$ cat config.mk
export PLATFORM = sky130hd
export DESIGN_NAME = gpr_wb_sched_flat
export DESIGN_NICKNAME = d
export VERILOG_FILES = /design/src/rtl/gpr_wb_sched_pkg.sv /design/src/rtl/gpr_wb_sched_if.sv /design/src/rtl/rr_arb2.sv /design/src/rtl/gpr_wb_sched.sv /design/src/flat_wrapper.sv
export SDC_FILE = /design/constraint.sdc
export NUM_CORES = 1
export LEC_CHECK = 0
export CELL_PAD_IN_SITES_DETAIL_PLACEMENT = 1
export CELL_PAD_IN_SITES_GLOBAL_PLACEMENT = 1
export CORE_ASPECT_RATIO = 1.5
export CORE_MARGIN = 1.5
export CORE_UTILIZATION = 32
export DETAILED_ROUTE_END_ITERATION = 10
export GPL_ROUTABILITY_DRIVEN = 0
export PLACE_DENSITY = 0.81
export SLEW_MARGIN = 20
export SYNTH_ARGS = -nofsm -noshare
export SYNTH_HDL_FRONTEND = slang
export SYNTH_SLANG_ARGS = --single-unit
$ cat constraint.sdc
create_clock -name clk -period 4.1 [get_ports clk]
set_input_delay 0.615 -clock clk [delete_from_list [all_inputs] [get_ports clk]]
set_output_delay 0.615 -clock clk [all_outputs]
set_load 0.05 [all_outputs]
$ cat src/rtl/gpr_wb_sched_pkg.sv
// ---------------------------------------------------------------------------
// gpr_wb_sched_pkg
// Shared widths, types and grant encoding for the GPR write-port scheduler.
// No ports (package).
// ---------------------------------------------------------------------------
package gpr_wb_sched_pkg;

    localparam int unsigned REG_ADDR_W = 5;
    localparam int unsigned XLEN       = 32;
    localparam int unsigned NUM_REGS   = 1 << REG_ADDR_W;

    // Bit positions in the arbiter request/grant vectors
    localparam int unsigned GNT_ALU = 0;
    localparam int unsigned GNT_LSU = 1;

    typedef logic [REG_ADDR_W-1:0] reg_addr_t;
    typedef logic [XLEN-1:0]       xlen_t;

endpackage

$ cat src/rtl/gpr_wb_sched_if.sv
// ---------------------------------------------------------------------------
// gpr_wb_sched_if
// Bundles the issue, ALU writeback, LSU writeback and GPR write-port signals
// of the scheduler.
//   slave  : seen by gpr_wb_sched (takes iss_*/alu_wb_*/lsu_wb_*, drives
//            iss_stall, *_ready, gpr_*, busy)
//   master : seen by the surrounding pipeline / testbench
// ---------------------------------------------------------------------------
interface gpr_wb_sched_if;
    import gpr_wb_sched_pkg::*;

    // Issue stage
    logic      iss_valid;
    reg_addr_t iss_rs1;
    reg_addr_t iss_rs2;
    reg_addr_t iss_rd;
    logic      iss_rd_wr;
    logic      iss_is_load;
    logic      iss_stall;

    // ALU/CSR/PC writeback
    logic      alu_wb_valid;
    reg_addr_t alu_wb_rd;
    xlen_t     alu_wb_data;
    logic      alu_wb_ready;

    // LSU load response
    logic      lsu_wb_valid;
    reg_addr_t lsu_wb_rd;
    xlen_t     lsu_wb_data;
    logic      lsu_wb_ready;

    // GPR write port and status
    logic      gpr_we;
    reg_addr_t gpr_waddr;
    xlen_t     gpr_wdata;
    logic      busy;

    modport slave (
        input  iss_valid, iss_rs1, iss_rs2, iss_rd, iss_rd_wr, iss_is_load,
        output iss_stall,
        input  alu_wb_valid, alu_wb_rd, alu_wb_data,
        output alu_wb_ready,
        input  lsu_wb_valid, lsu_wb_rd, lsu_wb_data,
        output lsu_wb_ready,
        output gpr_we, gpr_waddr, gpr_wdata, busy
    );

    modport master (
        output iss_valid, iss_rs1, iss_rs2, iss_rd, iss_rd_wr, iss_is_load,
        input  iss_stall,
        output alu_wb_valid, alu_wb_rd, alu_wb_data,
        input  alu_wb_ready,
        output lsu_wb_valid, lsu_wb_rd, lsu_wb_data,
        input  lsu_wb_ready,
        input  gpr_we, gpr_waddr, gpr_wdata, busy
    );

endinterface

$ cat src/rtl/rr_arb2.sv
// ---------------------------------------------------------------------------
// rr_arb2
// Two-way round-robin arbiter. A lone requester is granted directly; on a
// conflict the requester that lost the previous conflict wins. The
// last-grant register only moves on conflict cycles.
//   clk    in  1  clock, rising edge
//   rstn   in  1  asynchronous active-low reset (last grant = ALU)
//   i_req  in  2  request vector, [GNT_ALU] / [GNT_LSU]
//   o_gnt  out 2  one-hot (or zero) grant vector, same bit order
// ---------------------------------------------------------------------------
module rr_arb2
    import gpr_wb_sched_pkg::*;
(
    input  logic       clk,
    input  logic       rstn,
    input  logic [1:0] i_req,
    output logic [1:0] o_gnt
);

    logic r_last_lsu;   // 1: LSU won the last conflict
    logic w_conflict;

    assign w_conflict = &i_req;

    always_comb begin
        o_gnt = i_req;
        if (w_conflict) begin
            o_gnt = '0;
            if (r_last_lsu) begin
                o_gnt[GNT_ALU] = 1'b1;
            end else begin
                o_gnt[GNT_LSU] = 1'b1;
            end
        end
    end

    always_ff @(posedge clk or negedge rstn) begin
        if (!rstn) begin
            r_last_lsu <= 1'b0;
        end else if (w_conflict) begin
            r_last_lsu <= ~r_last_lsu;
        end
    end

endmodule

$ cat src/rtl/gpr_wb_sched.sv
// ---------------------------------------------------------------------------
// gpr_wb_sched
// GPR write-port scheduler and load scoreboard. Arbitrates the single GPR
// write port between ALU writeback and LSU load responses, registers the
// winning write, and stalls issue on RAW/WAW hazards against outstanding
// loads or when the outstanding-load budget is full.
//   clk   in  1       clock, rising edge
//   rstn  in  1       asynchronous active-low reset
//   bus   slave       iss_*, alu_wb_*, lsu_wb_*, gpr_*, busy (see interface)
// Parameters:
//   MAX_LOADS  outstanding-load budget (1..15)
//   CNT_W      counter width, 2**CNT_W > MAX_LOADS
// ---------------------------------------------------------------------------
module gpr_wb_sched
    import gpr_wb_sched_pkg::*;
#(
    parameter int unsigned MAX_LOADS = 4,
    parameter int unsigned CNT_W     = 4
) (
    input  logic           clk,
    input  logic           rstn,
    gpr_wb_sched_if.slave  bus
);

    if (MAX_LOADS < 1 || MAX_LOADS > 15 || (1 << CNT_W) <= MAX_LOADS) begin : g_bad_param
        $error("gpr_wb_sched: illegal MAX_LOADS/CNT_W combination");
    end

    logic [1:0]          w_req;
    logic [1:0]          w_gnt;
    logic                w_stall;
    logic                w_cnt_full;
    logic                w_set;
    logic                w_cnt_dec;
    logic                w_acc_any;
    reg_addr_t           w_acc_rd;
    xlen_t               w_acc_data;
    logic [NUM_REGS-1:0] w_pending_nxt;
    logic [CNT_W-1:0]    w_cnt_nxt;

    logic [NUM_REGS-1:0] r_pending;
    logic [CNT_W-1:0]    r_cnt;
    logic                r_busy;
    logic                r_we;
    reg_addr_t           r_waddr;
    xlen_t               r_wdata;
    logic                r_from_lsu;   // registered write slot holds an LSU response

    // ---------------- write-port arbitration ----------------
    assign w_req[GNT_ALU] = bus.alu_wb_valid;
    assign w_req[GNT_LSU] = bus.lsu_wb_valid;

    rr_arb2 u_arb (
        .clk   (clk),
        .rstn  (rstn),
        .i_req (w_req),
        .o_gnt (w_gnt)
    );

    assign bus.alu_wb_ready = w_gnt[GNT_ALU];
    assign bus.lsu_wb_ready = w_gnt[GNT_LSU];

    assign w_acc_any  = |w_gnt;
    assign w_acc_rd   = w_gnt[GNT_LSU] ? bus.lsu_wb_rd   : bus.alu_wb_rd;
    assign w_acc_data = w_gnt[GNT_LSU] ? bus.lsu_wb_data : bus.alu_wb_data;

    always_ff @(posedge clk or negedge rstn) begin
        if (!rstn) begin
            r_we       <= 1'b0;
            r_waddr    <= '0;
            r_wdata    <= '0;
            r_from_lsu <= 1'b0;
        end else if (w_acc_any) begin
            // x0 writes complete the handshake but never reach the GPR
            r_we       <= (w_acc_rd != '0);
            r_waddr    <= w_acc_rd;
            r_wdata    <= w_acc_data;
            r_from_lsu <= w_gnt[GNT_LSU];
        end else begin
            r_we       <= 1'b0;
            r_from_lsu <= 1'b0;
        end
    end

    assign bus.gpr_we    = r_we;
    assign bus.gpr_waddr = r_waddr;
    assign bus.gpr_wdata = r_wdata;

    // ---------------- issue hazard check ----------------
    assign w_cnt_full = (r_cnt == CNT_W'(MAX_LOADS));

    // Registered pending only: a load clearing this edge is seen next cycle
    always_comb begin
        w_stall = 1'b0;
        if (bus.iss_valid) begin
            if (bus.iss_rs1 != '0 && r_pending[bus.iss_rs1]) begin
                w_stall = 1'b1;
            end
            if (bus.iss_rs2 != '0 && r_pending[bus.iss_rs2]) begin
                w_stall = 1'b1;
            end
            if (bus.iss_rd_wr && bus.iss_rd != '0 && r_pending[bus.iss_rd]) begin
                w_stall = 1'b1;
            end
            if (bus.iss_is_load && w_cnt_full) begin
                w_stall = 1'b1;
            end
        end
    end

    assign bus.iss_stall = w_stall;

    // ---------------- scoreboard and load counter ----------------
    assign w_set = bus.iss_valid & ~w_stall & bus.iss_is_load & bus.iss_rd_wr &
                   (bus.iss_rd != '0);
    // Responses with nothing outstanding are dropped without underflow
    assign w_cnt_dec = r_from_lsu & (r_cnt != '0);

    always_comb begin
        w_cnt_nxt = r_cnt;
        case ({w_set, w_cnt_dec})
            2'b10:   w_cnt_nxt = r_cnt + 1'b1;
            2'b01:   w_cnt_nxt = r_cnt - 1'b1;
            default: w_cnt_nxt = r_cnt;
        endcase
    end

    always_comb begin
        w_pending_nxt = r_pending;
        if (r_from_lsu) begin
            w_pending_nxt[r_waddr] = 1'b0;
        end
        if (w_set) begin
            w_pending_nxt[bus.iss_rd] = 1'b1;
        end
        w_pending_nxt[0] = 1'b0;
    end

    always_ff @(posedge clk or negedge rstn) begin
        if (!rstn) begin
            r_pending <= '0;
            r_cnt     <= '0;
            r_busy    <= 1'b0;
        end else begin
            r_pending <= w_pending_nxt;
            r_cnt     <= w_cnt_nxt;
            r_busy    <= (w_cnt_nxt != '0);
        end
    end

    assign bus.busy = r_busy;

endmodule
$ cat src/flat_wrapper.sv
// flat-port wrapper written by rule: the top's interface ports become plain ports
module gpr_wb_sched_flat import gpr_wb_sched_pkg::*;
#(
    parameter int unsigned MAX_LOADS = 4,
    parameter int unsigned CNT_W     = 4
)
  (clk, rstn, bus_iss_valid, bus_iss_rs1, bus_iss_rs2, bus_iss_rd, bus_iss_rd_wr, bus_iss_is_load, bus_iss_stall, bus_alu_wb_valid, bus_alu_wb_rd, bus_alu_wb_data, bus_alu_wb_ready, bus_lsu_wb_valid, bus_lsu_wb_rd, bus_lsu_wb_data, bus_lsu_wb_ready, bus_gpr_we, bus_gpr_waddr, bus_gpr_wdata, bus_busy);
  gpr_wb_sched_if bus_i ();
  input  logic clk;
  input  logic rstn;
  input wire logic [$bits(bus_i.iss_valid)-1:0] bus_iss_valid;
  input wire logic [$bits(bus_i.iss_rs1)-1:0] bus_iss_rs1;
  input wire logic [$bits(bus_i.iss_rs2)-1:0] bus_iss_rs2;
  input wire logic [$bits(bus_i.iss_rd)-1:0] bus_iss_rd;
  input wire logic [$bits(bus_i.iss_rd_wr)-1:0] bus_iss_rd_wr;
  input wire logic [$bits(bus_i.iss_is_load)-1:0] bus_iss_is_load;
  output wire logic [$bits(bus_i.iss_stall)-1:0] bus_iss_stall;
  input wire logic [$bits(bus_i.alu_wb_valid)-1:0] bus_alu_wb_valid;
  input wire logic [$bits(bus_i.alu_wb_rd)-1:0] bus_alu_wb_rd;
  input wire logic [$bits(bus_i.alu_wb_data)-1:0] bus_alu_wb_data;
  output wire logic [$bits(bus_i.alu_wb_ready)-1:0] bus_alu_wb_ready;
  input wire logic [$bits(bus_i.lsu_wb_valid)-1:0] bus_lsu_wb_valid;
  input wire logic [$bits(bus_i.lsu_wb_rd)-1:0] bus_lsu_wb_rd;
  input wire logic [$bits(bus_i.lsu_wb_data)-1:0] bus_lsu_wb_data;
  output wire logic [$bits(bus_i.lsu_wb_ready)-1:0] bus_lsu_wb_ready;
  output wire logic [$bits(bus_i.gpr_we)-1:0] bus_gpr_we;
  output wire logic [$bits(bus_i.gpr_waddr)-1:0] bus_gpr_waddr;
  output wire logic [$bits(bus_i.gpr_wdata)-1:0] bus_gpr_wdata;
  output wire logic [$bits(bus_i.busy)-1:0] bus_busy;
  assign bus_i.iss_valid = bus_iss_valid;
  assign bus_i.iss_rs1 = bus_iss_rs1;
  assign bus_i.iss_rs2 = bus_iss_rs2;
  assign bus_i.iss_rd = bus_iss_rd;
  assign bus_i.iss_rd_wr = bus_iss_rd_wr;
  assign bus_i.iss_is_load = bus_iss_is_load;
  assign bus_iss_stall = bus_i.iss_stall;
  assign bus_i.alu_wb_valid = bus_alu_wb_valid;
  assign bus_i.alu_wb_rd = bus_alu_wb_rd;
  assign bus_i.alu_wb_data = bus_alu_wb_data;
  assign bus_alu_wb_ready = bus_i.alu_wb_ready;
  assign bus_i.lsu_wb_valid = bus_lsu_wb_valid;
  assign bus_i.lsu_wb_rd = bus_lsu_wb_rd;
  assign bus_i.lsu_wb_data = bus_lsu_wb_data;
  assign bus_lsu_wb_ready = bus_i.lsu_wb_ready;
  assign bus_gpr_we = bus_i.gpr_we;
  assign bus_gpr_waddr = bus_i.gpr_waddr;
  assign bus_gpr_wdata = bus_i.gpr_wdata;
  assign bus_busy = bus_i.busy;
  gpr_wb_sched #(.MAX_LOADS(MAX_LOADS), .CNT_W(CNT_W)) u_core (.clk(clk), .rstn(rstn), .bus(bus_i));
endmodule
After elaboration in Yosys (flattened, before gate mapping) --
Cells that the tools add are included.
Cells by class: add/subtract/negate cells 2, $mul 0, divide/modulo/power cells 0, magnitude comparators 6, eq/ne operators 3, shift-type cells 0, mux-type cells 25, bitwise gates (word level) 10, reductions and logical operators 15
Operator list (count):
- 32-bit two-way mux | 3
- 32-bit AND | 1
- 32-bit inverter | 1
- 32-bit bitwise OR | 1
- 5-bit by 6-bit less-than comparator with 1-bit output, second input constant | 4
- 5-bit nonzero test | 4
- 1-bit binary-select mux with 5-bit select | 3
- 1-bit two-way mux | 14
- 1-bit demux with 5-bit select | 2
- 5-bit by 1-bit >= comparator with 1-bit output, second input constant | 2
- 4-bit one-hot mux with 2 select lines | 1
- 4-bit nonzero test | 2
- 1-bit logical AND | 7
- 1-bit AND | 5
- 5-bit two-way mux | 1
- 4-bit by 1-bit adder with 4-bit output, second input constant | 1
- 4-bit by 3-bit equality test with 1-bit output, second input constant | 1
- 4-bit by 1-bit subtractor with 4-bit output, second input constant | 1
- 2-bit by 1-bit equality test with 1-bit output, second input constant | 1
- 2-bit equality test, second input constant | 1
- 2-bit two-way mux | 1
- 1-bit inverter | 2
- 2-bit AND reduction | 1
- 2-bit OR reduction | 1
Storage, ports and cells: flip-flop bits (word level) 76, bits in latches 0, RAM bits 0, ROM bits 0, logic and storage cells 69, memories kept 0

Logic depth before layout (Yosys ltp) --
Gate-level depths: netlist of the first run.
depth in word-level cells 16, gate-level depth with buffers 18, depth with buffers taken out 14

Modules after synthesis --
A second synthesis of the first run with hierarchy kept.
Unflattened totals: cells, all modules 422, area total of the unflattened synthesis 4330.4 µm²
Modules (own cells, without submodules):
- gpr_wb_sched | times used 1, cells an instance 416, area an instance 4274.1 µm², sequential area each 1876.8 µm²
- rr_arb2 | times used 1, cells an instance 6, area an instance 56.3 µm², sequential area each 25.0 µm²

Least setup slack after synthesis of the first run --
No wires, ideal clock.
path kind input-to-reg, start point input bus_iss_rd[0], end point register u_core.r_busy, in the netlist u_core.bus.busy, library setup time 0.139 ns, data arrival time 4.191 ns, slack -0.229 ns, cell stages on the path 17, buffers on the path 3, path through buf_6 -> mux2i_1 -> o22ai_1 -> or4_1 -> a21oi_1 -> or3b_1 -> buf_6 -> buf_6 -> or2_2 -> ha_1 -> ha_1 -> a21o_1 -> a21oi_1 -> xnor2_1 -> nor2_1 -> xor2_1 -> or4_1
Between the ends: longest elaborated chain between the ends 14
Ends and longest elaborated chain:
- from (decl) | RTL line flat_wrapper.sv:14 | input wire logic [$bits(bus_i.iss_rd)-1:0] bus_iss_rd;
- 1-bit binary-select mux with 5-bit select / 5-bit nonzero test (equally long branches) | RTL line gpr_wb_sched.sv:102, gpr_wb_sched.sv:115
- 1-bit two-way mux (not written as such) / 1-bit logical AND (equally long branches) | RTL line gpr_wb_sched.sv:102 | if (bus.iss_rd_wr && bus.iss_rd != '0 && r_pending[bus.iss_rd]) begin
- 1-bit logical AND | RTL line gpr_wb_sched.sv:102
- 1-bit two-way mux | RTL line gpr_wb_sched.sv:102
- 1-bit two-way mux | RTL line gpr_wb_sched.sv:105 | if (bus.iss_is_load && w_cnt_full) begin
- 1-bit two-way mux | RTL line gpr_wb_sched.sv:95 | if (bus.iss_valid) begin
- 1-bit inverter | RTL line gpr_wb_sched.sv:114 | assign w_set = bus.iss_valid & ~w_stall & bus.iss_is_load & bus.iss_rd_wr &
- 1-bit AND (3 in series) | RTL line gpr_wb_sched.sv:114
- 1-bit AND (*) | RTL line gpr_wb_sched.sv:114
- 2-bit by 1-bit equality test with 1-bit output / 2-bit equality test (equally long branches) | RTL line gpr_wb_sched.sv:121 | case ({w_set, w_cnt_dec})
- 4-bit one-hot mux with 2 select lines (*) | RTL line gpr_wb_sched.sv:121
- named net u_core.w_cnt_nxt[3] | RTL line gpr_wb_sched.sv:39 | logic [CNT_W-1:0] w_cnt_nxt;
- 4-bit nonzero test (*) | RTL line gpr_wb_sched.sv:147 | r_busy <= (w_cnt_nxt != '0);
- to (signal assigned) | RTL line gpr_wb_sched.sv:147
- to (decl) | RTL line gpr_wb_sched.sv:43 | logic r_busy;
The timed path passes the listed nets; every way through them passes the cells marked *. The select of a mux whose other input is x is not followed. A chain may end at the register's enable or synchronous reset.

Final worst setup path of the first run --
Same ends and word-level chain as after synthesis.

==> results of run 1 <==
[worst max-delay path: cells and delay by family]
| kind | cells | cell delay (ns) |
|---|---|---|
| multiplexers | 1 | 0.14 |
| XOR/XNOR | 2 | 0.31 |
| AO/OA/AOI/OAI | 4 | 0.61 |
| AND/OR/NAND/NOR | 5 | 1.54 |
| buffers and inverters | 4 | 0.51 |
| adder cells (fa/ha/maj) | 2 | 0.37 |
[cells by family (layout without fill, tap and decap cells)]
| family | Yosys count | in the layout |
|---|---|---|
| compound gates | 132 | 132 |
| fa+ha+maj | 4 | 4 |
| xor+xnor | 5 | 5 |
| buf+inv | 46 | 200 |
| flops | 76 | 76 |
| mux | 35 | 35 |
| simple gates | 176 | 176 |
[flip-flops by register name, summed over array words and instances, names as in the netlist]
| name | cells |
|---|---|
| u_core.r_from_lsu | 1 |
| u_core.r_cnt | 4 |
| u_core.bus.gpr_we | 1 |
| u_core.u_arb.r_last_lsu | 1 |
| u_core.bus.busy | 1 |
| u_core.r_pending | 31 |
| u_core.bus.gpr_wdata | 32 |
| u_core.bus.gpr_waddr | 5 |
[cells in the mapped netlist, types with 2 or more instances]
library cell / instances / area [um2]
nor4b_1: 2 / 17.52
mux2i_1: 20 / 200.2
buf_2: 5 / 25.02
nor2b_1: 8 / 50.05
dfrtp_1: 76 / 1902
xnor2_1: 3 / 26.28
or3b_2: 2 / 17.52
ha_1: 3 / 37.54
clkbuf_1: 19 / 71.32
a21oi_1: 3 / 15.01
or2_2: 2 / 12.51
a2111oi_0: 4 / 35.03
nor2_1: 44 / 165.2
o41ai_2: 24 / 390.4
or3_1: 3 / 18.77
nand2_1: 81 / 304.0
or3b_1: 3 / 26.28
nand3_1: 6 / 30.03
o22ai_1: 12 / 75.07
nor3_1: 4 / 20.02
buf_1: 2 / 7.510
nand3b_1: 10 / 75.07
xor2_1: 2 / 17.52
mux4_2: 8 / 180.2
o41ai_1: 7 / 61.31
a31oi_1: 34 / 212.7
nand2b_1: 4 / 25.02
o21ai_0: 37 / 185.2
mux2_2: 7 / 78.83
buf_6: 7 / 78.83
a211oi_1: 2 / 15.01
or4_1: 4 / 30.03
inv_1: 9 / 33.78
[power groups by stage]
| stage | Clock (uW) | Sequential (uW) | Combinational, uW |
|---|---|---|---|
| after floorplan | 0 | 1640 | 943 |
| after global placement | 0 | 1380 | 1830 |
| after detailed placement | 0 | 1400 | 1910 |
| after CTS | 875 | 1400 | 1940 |
| after global routing | 905 | 1440 | 2090 |
| final | 853 | 1410 | 1940 |
[layout make-up]
cell class                 instances  area (um2)  area share [%]
clock buffer                      11       242.7           3.620
clock inverter                     4       73.82           1.101
sequential                        76        1902           28.36
multi-input combinational        352        2527           37.69
tap                              192       240.2           3.583
timing repair buffer             175        1682           25.08
inverter                          10       37.54          0.5598
[stage by stage]
stage,util (%),total power [uW]
final,47.69,4202
after global routing,47.69,4433
after CTS,47.50,4218
after detailed placement,44.62,3311
after global placement,44.62,3211
after floorplan,-,2578
[final timing paths]
check	startpoint	endpoint	slack, ns	cells after the start
min reg2reg	u_core.bus.gpr_wdata[10]	u_core.bus.gpr_wdata[10]	0.51	2
max in group asynchronous	rstn	u_core.r_pending[19]	3.28	1
min	rstn	u_core.r_pending[13]	0.30	1
min in group clk	u_core.bus.gpr_wdata[10]	u_core.bus.gpr_wdata[10]	0.51	2
max reg2reg	u_core.r_pending[21]	u_core.bus.busy	0.38	14
max	bus_iss_rd[0]	u_core.bus.busy	0.18	18
[layer usage]
| metal | GRT usage (%) | wire length, um |
|---|---|---|
| met2 | 40.20 | 8818 |
| met1 | 24.16 | 6042 |
| met4 | 11.60 | 604 |
| met3 | 5.371 | 1001 |
| met5 | 0 | 0 |
[what timing repair did]
action	4_1_cts	5_1_grt
pin swaps	15	6
gates resized for setup	23	8
endpoints found under the hold margin	0	0
buffers inserted	7	0
endpoints found under the setup margin	1	1
==> metrics.md, run 1 <==
| Metric | Value |
|---|---|
| Worst Hold Class | `input pin to asynchronous set/reset pin` |
| Cells along the critical path | `buf_2 > buf_12 > buf_4 > buf_4 > mux2i_1 > o22ai_1 > or3_4 > a21oi_4 > or3b_4 > or2_4 > ha_4 > ha_4 > a21o_1 > a21oi_2 > xnor2_1 > nor2_1 > xor2_1 > or4_1` |
| Initial antenna violation count | `0` |
| Simple-Gate Fraction of Synth Area | `17.65%` |
| Global-route wire length before repair | `26.25 mm` |
| Chip width | `101.0 um` |
| Worst-margin pin slew | `0.7375 ns` |
| Asr flop ratio synth | `100.0%` |
| Initial core utilization | `32.77%` |
| Hold_ws | `0.2978 ns` |
| Tot GR Track Use | `22.42%` |
| Nets | `724` |
| DRC errors left | `0` |
| Routed Antenna Nets | `0` |
| Unrepaired setup endpoints after global routing | `false` |
| Largest family of logic cells by synthesized area | `compound AO/OA/AOI/OAI gates` |
| Worst setup path class | `input pin to register` |
| Post-DR vias/cell | `5.560` |
| Pin count of the biggest net entering global routing | `77` |
| Max-slew headroom | `50.84%` |
| Syn nets | `574` |
| Die area | `15,140 um2` |
| Switching Share | `42.36%` |
| Core area | `14,060 um2` |
| DR vias | `4,559` |
| Most frequent cells in the layout | `clkdlybuf4s50_1, nand2_1, dfrtp_1` |
| Synth Register Bits | `76` |
| Seq/Total Area, Yosys | `41.28%` |
| H-tree levels | `3` |
| Vias in the first global route | `5,075` |
| Clock Power Share | `20.3%` |
| Clock Skew | `0.009212 ns` |
| Max_cap viols | `0` |
| Post-synthesis mux area share | `9.967%` |
| Crit path launch type | `input pin` |
| NetSw | `1780 uW` |
| Die height | `150.0 um` |
| Pre-Repair DR Iteration Count | `4` |
| Crit path required time | `4.30 ns` |
| CTS tree | `yes` |
| Design area | `6705 um2` |
| CP endpoint kind | `register` |
| Cell Count Post-Placement | `798` |
| FP Rows | `53` |
| Non-filler cells, final | `820` |
| VDD IR max | `0.2597 mV` |
| I/O Buffers | `137` |
| Post-synthesis adder-cell area fraction | `1.249%` |
| CP arrival | `4.11 ns` |
| Hold buffer count at cts | `0` |
| Drt wl/cell | `20.08 um` |
| Worst skew pair latency | `0.34 ns` |
| Total congestion overflow | `0` |
| Max Buffers Root-to-Sink | `2` |
| Commonest non-fill, non-tap cell in the layout | `clkdlybuf4s50_1` |
| Fill cell count | `1,582` |
| Comb power frac | `46.2%` |
| Root Buffer | `clkbuf_16` |
| Total Wirelength | `16.47 mm` |
| Max stage delay on crit path | `0.42 ns` |
| Yosys cell types | `50` |
| Internal power | `2422 uW` |
| Compound-Gate Fraction of Synth Area | `23.22%` |
| Setup TNS | `0 ns` |
| Slowest CP cell | `or4_1` |
| Reg clk slew, reported paths | `0.06 ns` |
| Number of synthesized flops with an enable pin | `0` |
| Final Critical Period | `3.915 ns` |
| Synth warn | `0` |
| Initial drt markers | `136` |
| TritonCTS Sinks | `76` |
| Pwr Density | `626.7 nW/um2` |
| Hpwl dp | `12.34 mm` |
| Syn avg cell area | `9.719 um2` |
| Max Fclk | `255.4 MHz` |
| Final setup margin | `0.1847 ns` |
| Final worst-path cycle share | `95.50%` |
| Post-synth top flop | `dfrtp_1` |
| Cell Area, Synth | `4607 um2` |
| Ant diodes | `0` |
| Sequential share of power | `33.5%` |
| Syn Inst Count | `474` |
| LEAKAGE | `0.002670 uW` |
| Pre-CTS WS | `-0.5592 ns` |
| Worst Path Max Fanout | `8` |
| # IOs | `138` |
| Status | `finished clean` |
| Share of cells above drive strength 1 | `18.31%` |
| P&R area growth vs syn | `45.55%` |
| CTS Buf Count | `9` |
| Post-placement cell area | `6274 um2` |
| Pins Over Slew Limit | `0` |
| Post-Synth XOR/XNOR Area | `0.9506%` |
| Final hold vios | `0` |
| Final setup viols | `0` |
Power figures use the tool's default switching activity.
==> inputs of run 2 (changes only) <==
--- a/config.mk
+++ b/config.mk
@@ -6,13 +6,13 @@
 export NUM_CORES = 1
 export LEC_CHECK = 0
 export CELL_PAD_IN_SITES_DETAIL_PLACEMENT = 1
-export CELL_PAD_IN_SITES_GLOBAL_PLACEMENT = 1
+export CELL_PAD_IN_SITES_GLOBAL_PLACEMENT = 2
 export CORE_ASPECT_RATIO = 1.5
 export CORE_MARGIN = 1.5
-export CORE_UTILIZATION = 32
+export CORE_UTILIZATION = 26
 export DETAILED_ROUTE_END_ITERATION = 10
 export GPL_ROUTABILITY_DRIVEN = 0
-export PLACE_DENSITY = 0.81
+export PLACE_DENSITY = 0.82
 export SLEW_MARGIN = 20
 export SYNTH_ARGS = -nofsm -noshare
 export SYNTH_HDL_FRONTEND = slang
==> run 2 against run 1 <==
Maximum frequency down 1.1%. Clock power grew 2%. Sequential power barely moved. Flip-flop and latch count did not move. First-iteration DRC count rose by 3.7%. Worst setup slack worse by 0.042 ns. Final cell count is 2.3% higher. Core utilization fell by 9.1 points. Critical path depth fell by 2. Routed wire length grew 3.0%. Critical endpoint unchanged. Largest cell class unchanged.
==> metrics.md, run 2 (synthesis gave the netlist of run 1 again) <==
| Metric | Value |
|---|---|
| Root Buffer | `clkbuf_16` |
| Most frequent cells in the layout | `clkdlybuf4s50_1, nand2_1, dfrtp_1` |
| Worst r2r src | `u_core.r_pending[21]` |
| CP arrival | `4.16 ns (+0.05 ns)` |
| Final setup viols | `0 (unchanged)` |
| Max FFs per register | `32 (unchanged)` |
| Internal reg-to-reg setup slack | `0.38 ns (about the same)` |
| Tot GR Track Use | `18.47% (-4.0 points)` |
| Max_cap viols | `0 (unchanged)` |
| Worst skew pair latency | `0.34 ns (about the same)` |
| CP endpoint kind | `register` |
| Cell Count Post-Placement | `822 (+3.0%)` |
| TritonCTS Sinks | `76 (unchanged)` |
| Post-placement cell area | `6310 um2 (+0.58%)` |
| Initial antenna violation count | `0 (unchanged)` |
| # IOs | `138 (unchanged)` |
| Max-slew headroom | `51.29% (+0.45 points)` |
| Switching Share | `42.76% (+0.41 points)` |
| Worst-margin pin slew | `0.7307 ns (-0.006750 ns)` |
| I/O Buffers | `137 (unchanged)` |
| Global-route wire length before repair | `27.45 mm (+4.5%)` |
| Final Critical Period | `3.957 ns (+0.04174 ns)` |
| Nets | `721 (-0.41%)` |
| Worst setup path class | `input pin to register` |
| Initial drt markers | `141 (+3.7%)` |
| Initial core utilization | `26.56% (-6.2 points)` |
| CTS tree | `yes` |
| Power, Total | `4217 uW (+0.34%)` |
| Clock Skew | `0.006701 ns (-0.002511 ns)` |
| Core area | `17,350 um2 (+23%)` |
| Die area | `18,540 um2 (+22%)` |
| Pin count of the biggest net entering global routing | `77 (unchanged)` |
| Critical path origin | `bus_iss_rd[0]` |
| FF-to-FF End | `u_core.bus.busy` |
| H-tree levels | `3 (unchanged)` |
| Clock Power Share | `20.6% (+0.3 points)` |
| LEAKAGE | `0.002639 uW (-1.1%)` |
| P&R area growth vs syn | `45.19%` |
| Max Buffers Root-to-Sink | `2 (unchanged)` |
| Reg clk slew, reported paths | `0.06 ns (about the same)` |
| Crit path launch type | `input pin` |
| Fill cell count | `1,949 (+23%)` |
| Comb power frac | `46.0% (-0.2 points)` |
| Max Fclk | `252.7 MHz (-1.1%)` |
| CTS Buf Count | `9 (unchanged)` |
| Die height | `166.0 um (+11%)` |
| Sequential share of power | `33.4% (about the same)` |
| Drt wl/cell | `20.22 um (+0.67%)` |
| Pins Over Slew Limit | `0 (unchanged)` |
| FP Rows | `59 (+11%)` |
| Final hold vios | `0 (unchanged)` |
| Worst Path Max Fanout | `7 (-1)` |
| Total Wirelength | `16.96 mm (+3.0%)` |
| Pwr Density | `630.4 nW/um2 (+0.58%)` |
| Design area | `6689 um2 (-0.24%)` |
| Routed Antenna Nets | `0 (unchanged)` |
| Unrepaired setup endpoints after global routing | `true` |
| Hpwl dp | `12.97 mm (+5.1%)` |
| Worst reg-to-reg path cell count | `14 (unchanged)` |
| Pre-Repair DR Iteration Count | `4 (unchanged)` |
| Ant diodes | `0 (unchanged)` |
| Worst Hold Class | `input pin to asynchronous set/reset pin` |
| Post-DR vias/cell | `5.368 (-3.4%)` |
| Non-filler cells, final | `839 (+2.3%)` |
| Chip width | `111.7 um (+11%)` |
| Crit path required time | `4.30 ns (about the same)` |
| Vias in the first global route | `5,046 (-0.57%)` |
| Share of cells above drive strength 1 | `17.09% (-1.2 points)` |
| Hold_ws | `0.3116 ns (+0.01382 ns)` |
| NetSw | `1803 uW (+1.3%)` |
| Internal power | `2414 uW (-0.37%)` |
| DRC errors left | `0 (unchanged)` |
| DR vias | `4,504 (-1.2%)` |
| Commonest non-fill, non-tap cell in the layout | `clkdlybuf4s50_1` |
| Final worst-path cycle share | `96.51% (+1.0 points)` |
| VDD IR max | `0.2617 mV (+0.74%)` |
| Status | `finished clean` |
| Total congestion overflow | `0 (unchanged)` |
| Setup TNS | `0 ns (unchanged)` |
[run 2: cell types whose count changed in the layout (fill, tap and decap cells not counted), sizes merged]
cell / before / now
buf: 42 / 38
clkdlybuf4s50: 127 / 130
clkbuf: 12 / 10
clkdlybuf4s15: 2 / 0
dlygate4sd2: 2 / 4
clkinvlp: 0 / 1
dlymetal6s2s: 1 / 0
inv: 9 / 10
[run 2: power groups by stage]
stage	Clock (uW)	Combinational [uW]	Sequential, uW
2_1_floorplan	0	943	1640
3_3_place_gp	0	1860	1380
3_5_place_dp	0	1940	1400
4_1_cts	895	1950	1400
5_1_grt	928	2080	1440
6_report	868	1940	1410
[run 2: layout make-up]
class	count	area (um2)	share of cell area, %
timing repair buffer	172	1653	24.71
inverter	10	37.54	0.5612
clock inverter	6	86.33	1.291
clock buffer	10	239.0	3.573
sequential	76	1902	28.43
multi-input combinational	352	2505	37.45
tap	213	266.5	3.984
[run 2: through the flow]
step	setup slack, ns	utilization [%]
floorplan	0.06262	-
global placement	-0.4029	36.37
detailed placement	-0.5052	36.37
CTS	0.02007	38.41
global route	-0.01689	38.56
finish	0.1429	38.56
[run 2: worst max-delay path, cell delays in order]
cell           delay, ns
dlygate4sd2_1       0.21
buf_6               0.15
mux2i_1             0.22
o22ai_1             0.10
or4_1               0.54
a21oi_2             0.19
or3b_4              0.40
or2_4               0.26
ha_4                0.17
ha_4                0.20
a21o_1              0.18
a21oi_2             0.14
xnor2_1             0.13
nor2_1              0.07
xor2_1              0.14
or4_1               0.42
[run 2: how the worst max path moves through the flow]
stage,end,slack (ns),cells after the start
global placement,u_core.bus.busy,-0.40,17
CTS,bus_iss_stall,0.02,10
floorplan,u_core.bus.busy,0.06,18
detailed placement,u_core.bus.busy,-0.51,17
finish,u_core.bus.busy,0.14,16
global route,u_core.bus.busy,-0.02,16
[run 2: repair_timing]
action | in CTS | in global routing
hold buffers | 0 | 0
endpoints found under the setup margin | 1 | 2
cloned | 0 | 0
setup buffers | 2 | 0
gates resized for setup | 9 | 6
pin swaps | 11 | 2
[run 2: metal layers]
layer	vias up	global-route usage, %	wire [um]
met3	31	5.036	1169
met5	-	0	0
met4	0	7.100	449
met1	2244	20.61	6489
met2	170	33.09	8853
li1	2059	-	-
==> RTL edit 1 (flow settings as in run 2) <==
Set the package constant `REG_ADDR_W` to 4 (it was 5).
--- a/src/rtl/gpr_wb_sched_pkg.sv
+++ b/src/rtl/gpr_wb_sched_pkg.sv
@@ -5,7 +5,7 @@
 // ---------------------------------------------------------------------------
 package gpr_wb_sched_pkg;
 
-    localparam int unsigned REG_ADDR_W = 5;
+    localparam int unsigned REG_ADDR_W = 4;
     localparam int unsigned XLEN       = 32;
     localparam int unsigned NUM_REGS   = 1 << REG_ADDR_W;
 
Ports: changed (6 resized); port bits go from 138 to 132. No check against the original RTL was run, so the function may have changed too.
==> RTL edit 1 against run 2 <==
Maximum frequency up 4.9%; area after synthesis fell by 32%; non-clock buffer count is 35 lower; routed wire length shrank 33%; sequential power fell by 28%; cell area decreased by 26%; first-iteration DRC count decreased by 57%; largest power group unchanged; power decreased by 20%; sequential cell count fell by 17; worst setup slack better by 190 ps; count of clock-buffer cells in the layout up 2.
==> RTL edit 1: results (changes against run 2) <==
Largest net degree at the start of global routing: 73 (-5.2%)
Adder-cell area share of the yosys netlist: 0.0184 (+0.00594)
WL/cell: 17.9 um (-11%)
Clock-cell share of area: 0.0731 (+0.0245)
Dpl cell area: 0.00458 sq mm (-27%)
Critical-path top delay cell: clkdlybuf4s50_1
Routed length on met2: 5.64 mm (-36%)
Peak supply drop: 226 uV (-14%)
Status: completed
Wire length on met1: 4.34 mm (-33%)
Worst-margin pin slew: 711 ps (-19.8 ps)
Post-synthesis xor/xnor area fraction: 0.0112 (+0.00171)
P_int: 2.00 mW (-17%)
Fin crit period: 3770 ps (-186 ps)
DP Worst Slack: -10.8 ps (+494 ps)
Synth Area in Compound Gates: 0.165 (-0.0671)
Register area share after synthesis: 0.473 (+0.0599)
GR Util met2: 0.326 (-0.00488)
Port Buf Inserts: 131 (-4.4%)
Total track usage: 0.186 (+0.00132)
Register area: 0.00148 sq mm (-22%)
Largest cells by area after synthesis: dfrtp_1 (47%), nand2_1 (11%), a31oi_1 (6.8%)
Fillers: 1322 (-32%)
Non-clk buf share: 0.273 (+0.0256)
Placed Cells: 618 (-25%)
HPWL after DPL: 8.58 mm (-34%)
Lkg Pwr: 2.02 nW (-23%)
Clk_skew: 1.48 ps (-5.22 ps)
Layout Nets: 574 (-20%)
Vias per Instance: 5.07 (-5.6%)
Post-CTS Resized: 0 (-9)
Syn_nets: 445 (-22%)
First-pass GRT wire length: 18.0 mm (-34%)
## RTL edit 1: final timing paths
check	endpoint	cells after the start	from	slack, ps
min in group clk	u_core.bus.gpr_wdata[2]	2	u_core.bus.gpr_wdata[2]	520
hold reg to reg	u_core.bus.gpr_wdata[2]	2	u_core.bus.gpr_wdata[2]	520
setup reg to reg	u_core.bus.busy	11	u_core.r_pending[4]	850
setup / recovery	u_core.bus.busy	12	bus_iss_rs2[0]	330
max in group asynchronous	u_core.bus.gpr_wdata[0]	2	rstn	3110
hold / removal	u_core.bus.gpr_wdata[24]	1	rstn	300
## RTL edit 1: power by group through the flow
stage | registers (mW) | logic (mW) | clock network [mW]
3_3_place_gp | 1.01 | 1.41 | 0
6_report | 1.02 | 1.43 | 0.904
3_5_place_dp | 1.02 | 1.45 | 0
5_1_grt | 1.04 | 1.55 | 0.950
2_1_floorplan | 1.32 | 0.559 | 0
4_1_cts | 1.01 | 1.45 | 0.924
==> RTL edit 2 (flow settings as in run 2) <==
Made on the original files. Reset style: synchronous (`rstn`), changed in 3 clocked blocks. Comments in the files are not updated.
--- a/src/rtl/rr_arb2.sv
+++ b/src/rtl/rr_arb2.sv
@@ -34,7 +34,7 @@
         end
     end
 
-    always_ff @(posedge clk or negedge rstn) begin
+    always_ff @(posedge clk) begin
         if (!rstn) begin
             r_last_lsu <= 1'b0;
         end else if (w_conflict) begin
--- a/src/rtl/gpr_wb_sched.sv
+++ b/src/rtl/gpr_wb_sched.sv
@@ -64,7 +64,7 @@
     assign w_acc_rd   = w_gnt[GNT_LSU] ? bus.lsu_wb_rd   : bus.alu_wb_rd;
     assign w_acc_data = w_gnt[GNT_LSU] ? bus.lsu_wb_data : bus.alu_wb_data;
 
-    always_ff @(posedge clk or negedge rstn) begin
+    always_ff @(posedge clk) begin
         if (!rstn) begin
             r_we       <= 1'b0;
             r_waddr    <= '0;
@@ -136,7 +136,7 @@
         w_pending_nxt[0] = 1'b0;
     end
 
-    always_ff @(posedge clk or negedge rstn) begin
+    always_ff @(posedge clk) begin
         if (!rstn) begin
             r_pending <= '0;
             r_cnt     <= '0;
Check against the original RTL: differs if rstn is asserted again (counterexample within 4 cycles, from zero or initial values and one cycle with rstn low); with rstn held inactive, the same outputs for 4 cycles.
==> RTL edit 2 against run 2 <==
Routed wire length shrank 1.8%; worst setup slack gained 110 ps; hold slack gained 180 ps; area after synthesis shrank 7.3%; die area shrank 7.1%; sequential cell count is the same; cell area shrank 6.2%; register-to-register slack gained 380 ps.
Power is not compared: it rests on default switching activity, and its combinational part moved more than twofold at a synthesized area within 25%.
==> RTL edit 2: results (changes against run 2) <==
Fillers: 1904 (-2.3%)
Largest cells by area after synthesis: dfxtp_1 (36%), mux2i_1 (7.0%), nand2_1 (6.9%)
Vias in the first global route: 5009 (-0.73%)
DP Worst Slack: -264 ps (+241 ps)
Critical Path AT: 4070 ps (-90 ps)
Register area share after synthesis: 0.356 (-0.0565)
Vias: 4564 (+1.3%)
Placed Cells: 840 (+2.2%)
Layout Nets: 745 (+3.3%)
Crit path max-delay family: compound AO/OA/AOI/OAI gates
Largest net degree at the start of global routing: 71 (-7.8%)
Worst Path Max Fanout: 5 (-2)
Post-synthesis average cell area: 8.42 sq um (-13%)
First-pass GRT wire length: 26.2 mm (-4.7%)
HPWL after DPL: 12.9 mm (-0.27%)
Top cells by count, synth: nand2_1 (78), dfxtp_1 (76), nor2_1 (59)
Setup Fix Bufs, Post-CTS: 0 (-2)
Status: completed
Clk_skew: 7.50 ps (+0.799 ps)
Share of cells above drive strength 1: 0.114 (-0.0571)
1st-iter DRT viols: 147 (+4.3%)
Total track usage: 0.196 (+0.0115)
Largest stage delay, worst path: 580 ps (+40 ps)
Unique cell type count in the Yosys netlist: 56 (+12%)
Routed wire length: 16.7 mm (-1.8%)
RTL edit 2: cell count changes after synthesis, sizes merged, moves of 6 or more:
cell    change
dfxtp      +76
a21oi       +7
nor2       +15
dfrtp      -76
mux2i      +10
o211ai     +31
nand3       +6
o41ai      -30
a311oi     +30
clkbuf     +12
a31oi      -34
buf         -8
nand4       +8
o22ai      -12
RTL edit 2: cell families (layout without fill, tap and decap cells):
kind of cell | count (synthesis) | in the layout | share of synthesized area
AO/OA/AOI/OAI | 128 | 128 | 0.216
flip-flops | 76 | 76 | 0.356
multiplexers | 44 | 44 | 0.128
adder cells (fa/ha/maj) | 4 | 4 | 0.0135
AND/OR/NAND/NOR | 200 | 200 | 0.226
buffers and inverters | 50 | 193 | 0.0489
XOR/XNOR | 5 | 5 | 0.0103
RTL edit 2: area by class of cell:
cell class | count | area share
Inverter | 10 | 0.00598
Sequential cell | 76 | 0.242
Timing Repair Buffer | 167 | 0.260
Tap cell | 206 | 0.0411
Clock inverter | 6 | 0.00618
Clock buffer | 10 | 0.0381
Multi-Input combinational cell | 381 | 0.406
RTL edit 2: path summary, 6_finish.rpt:
kind	start	to	slack (ps)	cells after the start
max reg2reg	u_core.r_pending[15]	u_core.bus.busy	760	13
max	bus_iss_rs2[0]	u_core.bus.busy	260	16
min	u_core.bus.gpr_wdata[10]	u_core.bus.gpr_wdata[10]	490	2
min reg2reg	u_core.bus.gpr_wdata[10]	u_core.bus.gpr_wdata[10]	490	2
RTL edit 2: through the flow:
| step | area [sq um] | util | hold WS, ps | TNS [ps] |
|---|---|---|---|---|
| 2_1_floorplan | 4270 | - | 492 | 0 |
| 4_1_cts | 6270 | 0.389 | 490 | 0 |
| 3_5_place_dp | 5990 | 0.372 | 477 | -275 |
| 5_1_grt | 6270 | 0.389 | 514 | 0 |
| 6_report | 6270 | 0.389 | 488 | 0 |
| 3_3_place_gp | 5990 | 0.372 | 467 | -185 |
RTL edit 2: routing by layer:
metal,GRT usage,vias to the layer above,wire [um]
li1,-,2156,-
met4,0.0987,0,707
met3,0.0571,40,1120
met2,0.351,167,8360
met1,0.205,2201,6470
met5,0,-,0
RTL edit 2: repair_timing:
action,in CTS,in global routing
setup endpoints to repair,0,1
endpoints found under the hold margin,0,0
gates resized for setup,0,1
RTL edit 2: worst min-delay path, cell delays in order (launching register included):
cell      delay, ps
dfxtp_1         310
nand2_1          50
a311oi_1         80
RTL edit 2: power by group through the flow:
stage	sequential, mW	clock (mW)	combinational (mW)
detailed placement	0.822	0	0.530
floorplan	0.928	0	0.180
finish	0.806	0.754	0.528
CTS	0.807	0.771	0.533
global route	0.811	0.798	0.561
global placement	0.820	0	0.520
